<file path="config.mk">
export PLATFORM = sky130hd
export DESIGN_NAME = seq_miter_monitor
export DESIGN_NICKNAME = d
export VERILOG_FILES = /design/src/rtl/seq_miter_monitor.sv
export SDC_FILE = /design/constraint.sdc
export NUM_CORES = 1
export LEC_CHECK = 0
export CAP_MARGIN = 20
export CORE_MARGIN = 2
export CORE_UTILIZATION = 49
export DETAILED_ROUTE_END_ITERATION = 16
export GPL_TIMING_DRIVEN = 0
export PLACE_DENSITY = 0.8
export SLEW_MARGIN = 10
export SYNTH_ARGS = -nofsm -noshare
export SYNTH_HDL_FRONTEND = slang
export SYNTH_SLANG_ARGS = --single-unit
</file>
<file path="constraint.sdc">
create_clock -name clk -period 1.9 [get_ports clk]
set_clock_uncertainty 0.05 [all_clocks]
set_input_delay 0.57 -clock clk [delete_from_list [all_inputs] [get_ports clk]]
set_output_delay 0.57 -clock clk [all_outputs]
set_load 0.1 [all_outputs]
</file>
<file path="src/rtl/seq_miter_monitor.sv">
// -----------------------------------------------------------------------------
// seq_miter_monitor
//
// Sequential miter checker. It compares the golden and revised output vectors
// of two circuit versions, one vector per accepted cycle, across a stimulus
// stream.
//
// A per-bit care mask marks don't-care outputs. The block reports:
//   - the first failing vector (its index and its differing bits),
//   - the number of vectors accepted,
//   - the number of failing vectors.
//
// Ports
//   clk        : clock, all logic on the rising edge
//   rst        : synchronous active-high reset
//   start      : pulse, clears results and begins a new check run
//   in_valid   : golden/revised/care_mask/last are valid this cycle
//   golden     : reference circuit outputs        [WIDTH]
//   revised    : revised circuit outputs          [WIDTH]
//   care_mask  : 1 = bit compared, 0 = don't-care [WIDTH]
//   last       : marks the final vector of the stream (with in_valid)
//   busy       : a run is in progress
//   done       : run finished (completed or stopped on failure)
//   fail       : sticky, at least one masked mismatch in this run
//   fail_idx   : 0-based index of the first failing vector [CNT_W]
//   fail_bits  : masked difference of the first failing vector [WIDTH]
//   vec_cnt    : vectors accepted this run, saturating [CNT_W]
//   mis_cnt    : failing vectors this run, saturating  [CNT_W]
//
// Every output is registered. Nothing passes combinationally from an input to
// an output.
// -----------------------------------------------------------------------------
module seq_miter_monitor #(
   parameter int unsigned WIDTH        = 2,
   parameter int unsigned CNT_W        = 16,
   parameter bit          STOP_ON_FAIL = 1'b1
) (
   input  logic             clk,
   input  logic             rst,
   input  logic             start,
   input  logic             in_valid,
   input  logic [WIDTH-1:0] golden,
   input  logic [WIDTH-1:0] revised,
   input  logic [WIDTH-1:0] care_mask,
   input  logic             last,
   output logic             busy,
   output logic             done,
   output logic             fail,
   output logic [CNT_W-1:0] fail_idx,
   output logic [WIDTH-1:0] fail_bits,
   output logic [CNT_W-1:0] vec_cnt,
   output logic [CNT_W-1:0] mis_cnt
);

   typedef enum logic [1:0] {
      ST_IDLE = 2'b00,
      ST_RUN  = 2'b01,
      ST_DONE = 2'b10,
      ST_FAIL = 2'b11
   } state_t;

   localparam logic [CNT_W-1:0] CNT_ZERO = {CNT_W{1'b0}};
   localparam logic [CNT_W-1:0] CNT_MAX  = {CNT_W{1'b1}};
   localparam logic [CNT_W-1:0] CNT_ONE  = {{(CNT_W-1){1'b0}}, 1'b1};
   localparam logic [WIDTH-1:0] BITS_ZERO = {WIDTH{1'b0}};

   // Bits that differ between the two versions, restricted to the cared bits.
   function automatic logic [WIDTH-1:0] masked_diff(
      input logic [WIDTH-1:0] g,
      input logic [WIDTH-1:0] r,
      input logic [WIDTH-1:0] m
   );
      return (g ^ r) & m;
   endfunction

   // Counter increment that holds at the all-ones value.
   function automatic logic [CNT_W-1:0] sat_inc(input logic [CNT_W-1:0] v);
      logic [CNT_W-1:0] res;
      if (v == CNT_MAX) begin
         res = CNT_MAX;
      end else begin
         res = v + CNT_ONE;
      end
      return res;
   endfunction

   state_t           state_r;
   state_t           state_next_s;
   logic             busy_r;
   logic             done_r;
   logic             fail_r;
   logic             fail_next_s;
   logic [CNT_W-1:0] fail_idx_r;
   logic [CNT_W-1:0] fail_idx_next_s;
   logic [WIDTH-1:0] fail_bits_r;
   logic [WIDTH-1:0] fail_bits_next_s;
   logic [CNT_W-1:0] vec_cnt_r;
   logic [CNT_W-1:0] vec_cnt_next_s;
   logic [CNT_W-1:0] mis_cnt_r;
   logic [CNT_W-1:0] mis_cnt_next_s;

   logic             accept_s;
   logic [WIDTH-1:0] diff_s;
   logic             mismatch_s;

   // A vector counts only while running. A start in the same cycle drops it.
   assign accept_s   = (state_r == ST_RUN) && in_valid && !start;
   assign diff_s     = masked_diff(golden, revised, care_mask);
   assign mismatch_s = |diff_s;

   // Next-state and next-result computation for the run controller.
   always_comb begin
      state_next_s     = state_r;
      fail_next_s      = fail_r;
      fail_idx_next_s  = fail_idx_r;
      fail_bits_next_s = fail_bits_r;
      vec_cnt_next_s   = vec_cnt_r;
      mis_cnt_next_s   = mis_cnt_r;

      if (start) begin
         // start restarts from any state and wipes the previous results.
         state_next_s     = ST_RUN;
         fail_next_s      = 1'b0;
         fail_idx_next_s  = CNT_ZERO;
         fail_bits_next_s = BITS_ZERO;
         vec_cnt_next_s   = CNT_ZERO;
         mis_cnt_next_s   = CNT_ZERO;
      end else begin
         case (state_r)
            ST_IDLE: begin
               state_next_s = ST_IDLE;
            end
            ST_RUN: begin
               // A stop on mismatch takes priority over last on the same vector.
               if (accept_s && mismatch_s && STOP_ON_FAIL) begin
                  state_next_s = ST_FAIL;
               end else if (accept_s && last) begin
                  state_next_s = ST_DONE;
               end else begin
                  state_next_s = ST_RUN;
               end
            end
            ST_DONE: begin
               state_next_s = ST_DONE;
            end
            ST_FAIL: begin
               state_next_s = ST_FAIL;
            end
            default: begin
               state_next_s = ST_IDLE;
            end
         endcase

         if (accept_s) begin
            vec_cnt_next_s = sat_inc(vec_cnt_r);
            if (mismatch_s) begin
               mis_cnt_next_s = sat_inc(mis_cnt_r);
               // Only the first failure of a run is captured. The index is
               // the count before this vector, so it is 0-based (and it
               // saturates together with the counter).
               if (!fail_r) begin
                  fail_next_s      = 1'b1;
                  fail_idx_next_s  = vec_cnt_r;
                  fail_bits_next_s = diff_s;
               end else begin
                  fail_next_s      = fail_r;
                  fail_idx_next_s  = fail_idx_r;
                  fail_bits_next_s = fail_bits_r;
               end
            end else begin
               mis_cnt_next_s = mis_cnt_r;
            end
         end else begin
            vec_cnt_next_s = vec_cnt_r;
            mis_cnt_next_s = mis_cnt_r;
         end
      end
   end

   // State and result registers. busy/done come from the next state so that
   // they line up with state_r without any output decode.
   always_ff @(posedge clk) begin
      if (rst) begin
         state_r     <= ST_IDLE;
         busy_r      <= 1'b0;
         done_r      <= 1'b0;
         fail_r      <= 1'b0;
         fail_idx_r  <= CNT_ZERO;
         fail_bits_r <= BITS_ZERO;
         vec_cnt_r   <= CNT_ZERO;
         mis_cnt_r   <= CNT_ZERO;
      end else begin
         state_r     <= state_next_s;
         busy_r      <= (state_next_s == ST_RUN);
         done_r      <= (state_next_s == ST_DONE) || (state_next_s == ST_FAIL);
         fail_r      <= fail_next_s;
         fail_idx_r  <= fail_idx_next_s;
         fail_bits_r <= fail_bits_next_s;
         vec_cnt_r   <= vec_cnt_next_s;
         mis_cnt_r   <= mis_cnt_next_s;
      end
   end

   assign busy      = busy_r;
   assign done      = done_r;
   assign fail      = fail_r;
   assign fail_idx  = fail_idx_r;
   assign fail_bits = fail_bits_r;
   assign vec_cnt   = vec_cnt_r;
   assign mis_cnt   = mis_cnt_r;

endmodule
</file>
==> impl_metrics.py <==
metrics = {
    "status": {
        "status": "completed",
    },
    "finish": {
        "fin_nets": 371,
        "n_antenna_cell": 0,
        "area_growth_syn_to_layout_pct": 44.09,
        "drive_gt1_share_pct": 40.95,
    },
    "logic_synthesis": {
        "syn-num-nets": 285,
        "synth-edff-count": 0,
        "yosysUniqueCellTypes": 43,
        "syn_area_um2": 2509,
        "synth.yosys.seq_area_share_pct": 43.89,
        "synthFlopType": "dfxtp_1",
        "syn-instance-count": 272,
        "synth_warnings": 0,
        "synth_area_per_cell_um2": 9.223,
        "async_reset_ff_share_pct": 0,
        "ys_ff_latch": 55,
    },
    "worst_setup_path": {
        "slowest_stage": "clkdlybuf4s15_2",
        "crit_chain": "clkdlybuf4s15_2",
        "setup.worst_path.end_class": "output pin",
        "slowest_delay_ns": 0.58,
        "cp_num_buf_inv": 1,
        "critPathLaunch": "vec_cnt[7]",
        "crit_type": "reg -> out",
        "critPathTopFamily": "buffers and inverters",
        "path_max_fanout": 4,
        "rr_worst_depth": 6,
        "start_kind": "register",
        "rrSetupSlack_ns": 0.11,
        "cp.arrival_ns": 1.28,
        "timing.rr.start": "vec_cnt[0]",
        "cp.required_ns": 1.28,
        "rr_endpoint": "vec_cnt[5]",
    },
    "grt": {
        "grt_first_pass_wirelength_mm": 9.453,
        "antenna_found_initial": 0,
        "gr-total-overflow": 0,
        "grt_pass1_vias": 2068,
        "grtUsageTotal_pct": 21.59,
        "grt_max_degree": 17,
    },
    "clock_tree": {
        "root_buffer": "clkbuf_8",
        "clk_pin_slew_ns": 0.10,
        "clock_latency_ns": 0.31,
        "cts.path.max_buffers": 2,
        "cts_max_level": 2,
        "cts.sinks": 55,
        "cts_made_buffers": 5,
        "cts_tree": "yes",
        "cts_hold_buf": 0,
    },
    "timing": {
        "whs_ns": 0.4076,
        "slew_headroom_pct": 62.64,
        "setup_viol": 0,
        "fin_crit_sh_pct": 99.95,
        "fmax_mhz": 526.6,
        "fin_crit_ns": 1.899,
        "drv_slew": 0,
        "setup_tns_ns": 0,
        "final-hold-violation-count": 0,
        "worst_pin_slew_ns": 0.5631,
    },
    "floorplanning": {
        "die_y_um": 75.55,
        "num_io_pins": 64,
        "coreArea_um2": 5010,
        "die_area_um2": 5708,
        "start_util_pct": 50.07,
        "dieWidth_um": 75.55,
        "rows": 26,
    },
    "detailed_routing": {
        "ant_nets": 0,
        "drt-pass1-iter-count": 4,
        "vias_per_cell": 5.396,
        "via_count": 2315,
        "drt_wl_total_mm": 6.420,
        "drt-initial-drc-count": 136,
        "drc": 0,
        "wl_per_cell_um": 14.97,
    },
    "place": {
        "gp_congestion": 0.8376,
        "dp_hpwl_mm": 4.171,
        "io_buffers": 63,
    },
    "pwr": {
        "peakVddDrop_uv": 357.2,
        "pwr_density_cell_nw_per_um2": 594.9,
        "leakagePower_nw": 1.317,
    },
    "min_path": {
        "min_to": "fail_idx[2]",
        "holdCritStartpoint": "fail_idx[2]",
        "min-delay-path-class": "reg -> reg",
        "whs_path_depth": 2,
    },
    "job": {
        "cap_violations": 0,
    },
}
==> where the power goes <==
| group | leakage, nW | total [mW] | internal (mW) | switching (mW) |
|---|---|---|---|---|
| logic | 0.796 | 0.197 | 0.0834 | 0.114 |
| registers | 0.459 | 1.15 | 1.15 | 0.00443 |
| clock network | 0.0618 | 0.803 | 0.421 | 0.382 |
==> area by class of cell <==
cell class	instances	area, um2
multi-input cells	200	1341
well taps	70	87.58
fillers	418	1395
repair buffers	79	767.0
plain buffers	15	135.1
flip-flops and latches	55	1154
clock buffers	8	122.6
inverters	2	7.507
==> layer usage <==
| metal | global-route usage (%) | vias to the layer above | wire (um) |
|---|---|---|---|
| li1 | - | 1127 | - |
| met1 | 28.51 | 1112 | 2825 |
| met2 | 34.01 | 68 | 3162 |
| met3 | 5.556 | 8 | 363 |
| met4 | 8.382 | 0 | 68 |
| met5 | 0 | - | 0 |
==> what timing repair did <==
action                     4_1_cts  5_1_grt
pin swaps                        5        9
gates resized for setup        187       45
cloned                           1        2
buffers inserted                 5        8
setup endpoints to repair      105       60
==> sequential cells by signal, summed over array words and instances, names as in the netlist <==
register and flops:
vec_cnt 16, busy 1, fail 1, fail_idx 16
mis_cnt 16, fail_bits 2, done 1, state_r 2
==> kinds of logic (layout without fill, tap and decap cells) <==
group	count (synthesis)	in the layout	share of synthesized area [%]
adders and majority gates	2	2	0.9973
and+or+nand+nor	107	107	25.24
muxes	1	1	0.3990
xor gates and xnor gates	26	26	9.676
AOI/OAI and AO/OA	64	64	15.81
DFF	55	55	43.89
buffers and inverters	17	104	3.989
==> cells in the mapped netlist, types with 6 or more instances <==
master,count,area [um2]
a21oi_1,32,160.2
a31oi_1,6,37.54
dfxtp_1,55,1101
nand2_1,43,161.4
nand3_1,13,65.06
nand4_1,7,43.79
nor2_1,11,41.29
o21ai_0,7,35.03
o21ai_2,9,78.83
xnor2_1,16,140.1
xor2_1,8,70.07
==> metrics by stage <==
step	total power [mW]	cells	setup WS (ns)	area [um2]	utilization [%]
2_1_floorplan	1.277	272	-0.01555	2561	-
3_3_place_gp	1.332	405	-0.5760	3279	65.46
3_5_place_dp	1.333	405	-0.5944	3279	65.46
4_1_cts	2.126	419	0.0005593	3522	70.30
5_1_grt	2.216	429	-0.04205	3615	72.15
6_report	2.150	429	0.0009763	3615	72.15
==> placed cells by master, fill, tap and decap left out, drive strengths merged, types with 3 or more instances in the layout <==
cell type,n
dlygate4sd2,5
dfxtp,55
nand3,13
clkdlybuf4s15,34
buf,40
a21oi,32
and4,3
nand2,44
clkbuf,12
o21ai,19
nor2,11
clkdlybuf4s18,7
a211oi,3
nor3,9
a31oi,6
xor2,10
xnor2,16
and3,5
nand4,8
==> how the worst max path moves through the flow <==
| stage | to | slack [ns] | cells past startpoint |
|---|---|---|---|
| after floorplan | vec_cnt[12] | -0.02 | 5 |
| after CTS | fail_idx[15] | 0.0006 | 6 |
| after global routing | vec_cnt[6] | -0.04 | 6 |
| after detailed placement | mis_cnt[1] | -0.59 | 8 |
| final | vec_cnt[7] | 0.001 | 1 |
| after global placement | mis_cnt[1] | -0.58 | 8 |
Note: power is estimated with default switching activity, not from simulation.
==> RTL change 1 (same settings) <==
Encoding of `state_t`: now Gray code (2 bits for 4 states).
--- a/src/rtl/seq_miter_monitor.sv
+++ b/src/rtl/seq_miter_monitor.sv
@@ -55,8 +55,8 @@
    typedef enum logic [1:0] {
       ST_IDLE = 2'b00,
       ST_RUN  = 2'b01,
-      ST_DONE = 2'b10,
-      ST_FAIL = 2'b11
+      ST_DONE = 2'b11,
+      ST_FAIL = 2'b10
    } state_t;
 
    localparam logic [CNT_W-1:0] CNT_ZERO = {CNT_W{1'b0}};
Function: no difference found for any inputs over 10 cycles, from zero or initial values and one cycle with rst high; not proved beyond that.
==> RTL change 1 against the original RTL <==
The run now ends with negative setup slack left; power rose by 0.73%; sequential cell count unchanged; setup slack worse by 0.019 ns; global-route usage rose by 5.2 points; cell area up 6.9%; area after synthesis increased by 6.9%; routed wire length up 26%; worst hold slack improved by 0.0045 ns; clock power barely moved; critical path type is now flip-flop to flip-flop; largest cell class unchanged; highest routed layer unchanged.
==> RTL change 1: results (changes against the original RTL) <==
[global_route]
use_met1_pct=32.5  ; +4.0 points
grt_pass1_vias=2695  ; +30%
grt_pass1_wl_mm=13.0  ; +38%
grtUsageMet2_pct=46.6  ; +13 points

[sta]
finalSetupViolCount=1  ; +1
fin_setup_tns_ns=-0.0175  ; -0.0175 ns
worst_slack_ns=-0.0175  ; -0.0185 ns

[outcome]
violations=negative setup slack
outcome=finished, violations left

[placement]
dp_cells=441  ; +8.9%
hpwl_mm=5.11  ; +22%
gp_congestion=0.890  ; +6.2%
dp_slack_ns=-0.995  ; -0.400 ns

[detailed_routing]
vias_per_cell=6.05  ; +12%
drt-initial-drc-count=228  ; +68%

[logic_synthesis]
synth_area_leaders=dfxtp_1 (41%), nand2_1 (6.9%), mux2i_1 (6.7%)
netlist-cell-type-count=51  ; +19%
ys_seq_area_share_pct=41.0  ; -2.8 points

[pwr]
p_leak_nw=1.37  ; +4.2%

[worst_setup_path]
rr_worst_depth=5  ; -1
cp-end-kind=flip-flop
cp_max_fo=6  ; +2
max_stage_delay_ns=0.62  ; +0.04 ns
reg2reg_from=mis_cnt[13]

[finish]
drive_above_1_share_pct=39.0  ; -2.0 points

## RTL change 1: timing repair
| item | in CTS | in global routing |
|---|---|---|
| buffers inserted | 13 | 3 |
| pin swaps | 9 | 5 |
| setup endpoints to repair | 107 | 68 |
| gates cloned | 2 | 0 |
| gates resized for setup | 217 | 47 |
## RTL change 1: cell type report
class                      count  share of cell area [%]
multi-input combinational    224                    40.4
timing repair buffer          80                    18.0
tap                           70                    2.27
clock buffer                   8                    3.17
inverter                       7                   0.680
sequential                    55                    30.5
buffer                        21                    4.95
## RTL change 1: how the worst min path moves through the flow
stage | startpoint | endpoint | cells past startpoint
4_1_cts | fail_idx[6] | fail_idx[6] | 2
3_3_place_gp | fail_idx[10] | fail_idx[10] | 2
3_5_place_dp | fail_bits[1] | fail_bits[1] | 2
2_1_floorplan | state_r[0] | state_r[0] | 2
6_report | fail_idx[6] | fail_idx[6] | 2
5_1_grt | fail_idx[6] | fail_idx[6] | 2
## RTL change 1: critical path: cells and delay by family (launching register included)
kind / cells / cell delay [ns]
AO/OA/AOI/OAI: 2 / 0.58
buffers and inverters: 1 / 0.10
AND/OR/NAND/NOR: 2 / 0.75
flip-flops: 1 / 0.36
## RTL change 1: routing by layer
metal | vias up | part of all wire [%]
li1 | 1314 | -
met1 | 1312 | 41
met2 | 153 | 49
met3 | 33 | 6.5
met4 | 0 | 3.6
met5 | - | 0
## RTL change 1: per-stage QoR
step                hold slack [ns]  instance area, um2
global route                  0.429                3860
global placement              0.393                3520
detailed placement            0.402                3520
finish                        0.412                3860
CTS                           0.418                3910
floorplan                     0.419                2800
## RTL change 1: kinds of logic (layout without fill, tap and decap cells)
group,Yosys count,count (layout),synth area share [%]
adder cells (fa/ha/maj),2,2,0.933
AO/OA/AOI/OAI,55,56,14.0
flip-flops,55,55,41.0
AND/OR/NAND/NOR,139,139,29.0
buffers and inverters,30,116,5.41
XOR/XNOR,9,9,2.94
multiplexers,18,18,6.72
## RTL change 1: report_power, final
part / internal (W) / leakage [nW] / switching [W]
sequential: 0.00113 / 0.464 / 0.00000420
combinational: 0.0000858 / 0.847 / 0.000136
clock: 0.000421 / 0.0618 / 0.000385
total: 0.00164 / 1.37 / 0.000525
==> RTL change 2 (config.mk and constraints unchanged) <==
Without the edit above. `STOP_ON_FAIL`: 1'b1 -> 1'b0.
--- a/src/rtl/seq_miter_monitor.sv
+++ b/src/rtl/seq_miter_monitor.sv
@@ -33,7 +33,7 @@
 module seq_miter_monitor #(
    parameter int unsigned WIDTH        = 2,
    parameter int unsigned CNT_W        = 16,
-   parameter bit          STOP_ON_FAIL = 1'b1
+   parameter bit          STOP_ON_FAIL = 1'b0
 ) (
    input  logic             clk,
    input  logic             rst,
Function: changed (a bounded check fails within 4 cycles, from zero or initial values and one cycle with rst high).
==> RTL change 2 against the original RTL <==
Setup slack better by 0.0063 ns; largest cell class unchanged; routed wire length is 0.75% higher; sequential cell count stayed put; cell area is 2.2% lower; area after synthesis is 2.7% lower; fmax is 0.33% higher; power is 1.3% higher.
==> RTL change 2: results (changes against the original RTL) <==
[global_route]
grtUsageMet3_pct=5.42  ; -0.14 points
grt_pass1_wl_mm=9.96  ; +5.4%
antenna_found_initial=0  ; unchanged
use_met1_pct=32.4  ; +3.9 points
grt.total_usage_pct=24.0  ; +2.4 points
grt_start_max_net_pins=17  ; unchanged
grt-ovfl-total=0  ; unchanged
grtUsageMet2_pct=38.0  ; +3.9 points
grt_pass1_vias=2090  ; +1.1%

[detailed_routing]
drt-initial-drc-count=173  ; +27%
drt_pass1_iterations=4  ; unchanged
vias=2337  ; +0.95%
routed_wl_mm=6.47  ; +0.75%
routed-wl-met2_mm=3.13  ; -1.1%
met3_length_um=348  ; -4.1%
drt-met1-wl_mm=2.93  ; +3.8%
top_layer_used=met4

[pwr]
pg_comb_w=0.000171  ; -13%
p_leak_nw=1.36  ; +3.6%
power_frac_seq_pct=52.7  ; -0.8 points
ir_drop_mv=0.370  ; +3.4%
power_density_mw_per_mm2=616  ; +3.6%
power.internal_w=0.00169  ; +2.2%

[logic_synthesis]
netlist-cell-type-count=46  ; +7.0%
synth_area_leaders=dfxtp_1 (45%), nand2_1 (7.4%), a21oi_1 (7.0%)
synth-edff-count=0  ; unchanged
yosys-top-cells-count=dfxtp_1 (55), nand2_1 (48), a21oi_1 (34)
syn-num-nets=284  ; -0.35%
ys_seq_area_share_pct=45.1  ; +1.2 points
yosys.area.top_type_share_pct=45.1  ; +1.2 points
yosys_warnings=0  ; unchanged
ys_async_sr_fraction_pct=0  ; unchanged
synth_ff_type=dfxtp_1

[clocking]
htreeDepth=2  ; unchanged
cts_setup_buffers=9  ; +4
cts_inserted_buffers=5  ; unchanged
cts_resized=209  ; +12%
cts-root-buf=clkbuf_8
insertion_delay_ns=0.31  ; about the same
clkTransAtPathRegs_ns=0.10  ; about the same
clockBufferDepth=2  ; unchanged
ctsHoldBuffers=0  ; unchanged

[worst_setup_path]
cp_max_fo=5  ; +1
reg2reg_from=mis_cnt[7]
critPathLaunch=golden[1]
arrival_ns=2.07  ; +0.79 ns

[placement]
portBuffers=63  ; unchanged
gp_congestion=0.888  ; +6.0%
dpl-instance-area_mm2=0.00323  ; -1.4%
hpwl_mm=4.29  ; +2.8%
dp_slack_ns=-0.718  ; -0.123 ns

[finish]
drive_above_1_share_pct=40.8  ; -0.11 points
final_nets=372  ; +0.27%
insertedDiodeCount=0  ; unchanged

[min_path]
worstHoldStart=fail_idx[4]
hp-class=flip-flop to flip-flop

[sta]
slew_headroom_pct=62.9  ; +0.22 points

[outcome]
outcome=finished, final reports clean

[RTL change 2: cell count changes after synthesis, moves of 3 or more]
cell / unedited run / this run
a31oi_1: 6 / 3
clkbuf_1: 4 / 7
nand2_1: 43 / 48
nand3_1: 13 / 8
nor2_1: 11 / 18
nor3_1: 3 / 7
o21ai_2: 9 / 0
[RTL change 2: kinds of logic after synthesis]
group | after synthesis | synth area share [%]
AO/OA/AOI/OAI | 60 | 15.2
XOR/XNOR | 20 | 7.18
adder cells (fa/ha/maj) | 2 | 1.03
buffers and inverters | 16 | 3.38
flip-flops | 55 | 45.1
multiplexers | 1 | 0.410
AND/OR/NAND/NOR | 117 | 27.6
[RTL change 2: final cells by class]
cell class	instances	area, um2
Clock buffer	7	97.6
Inverter	3	11.3
Clock inverter	1	30.0
Tap cell	67	83.8
Fill cell	354	1220
Buffer	13	98.8
Multi-Input combinational cell	200	1340
Timing Repair Buffer	81	708
Sequential cell	55	1160
[RTL change 2: metrics by stage]
step	instances	utilization, %	hold WS [ns]
2_1_floorplan	271	-	0.426
3_3_place_gp	401	68.0	0.392
3_5_place_dp	401	68.0	0.397
4_1_cts	418	73.9	0.410
5_1_grt	427	74.3	0.431
6_report	427	74.3	0.407
[RTL change 2: path summary, 6_finish.rpt]
kind,slack (ns),depth (start not counted),end
max,0.007,8,mis_cnt[8]
max reg2reg,0.08,5,mis_cnt[15]
min,0.41,2,fail_idx[4]
min reg2reg,0.41,2,fail_idx[4]
[RTL change 2: critical path: stages]
cell and delay (ns):
dlygate4sd2_1 0.26, xor2_2 0.19, a22oi_4 0.33, buf_6 0.17
nor3_4 0.05, buf_6 0.12, buf_4 0.12, a311oi_1 0.25
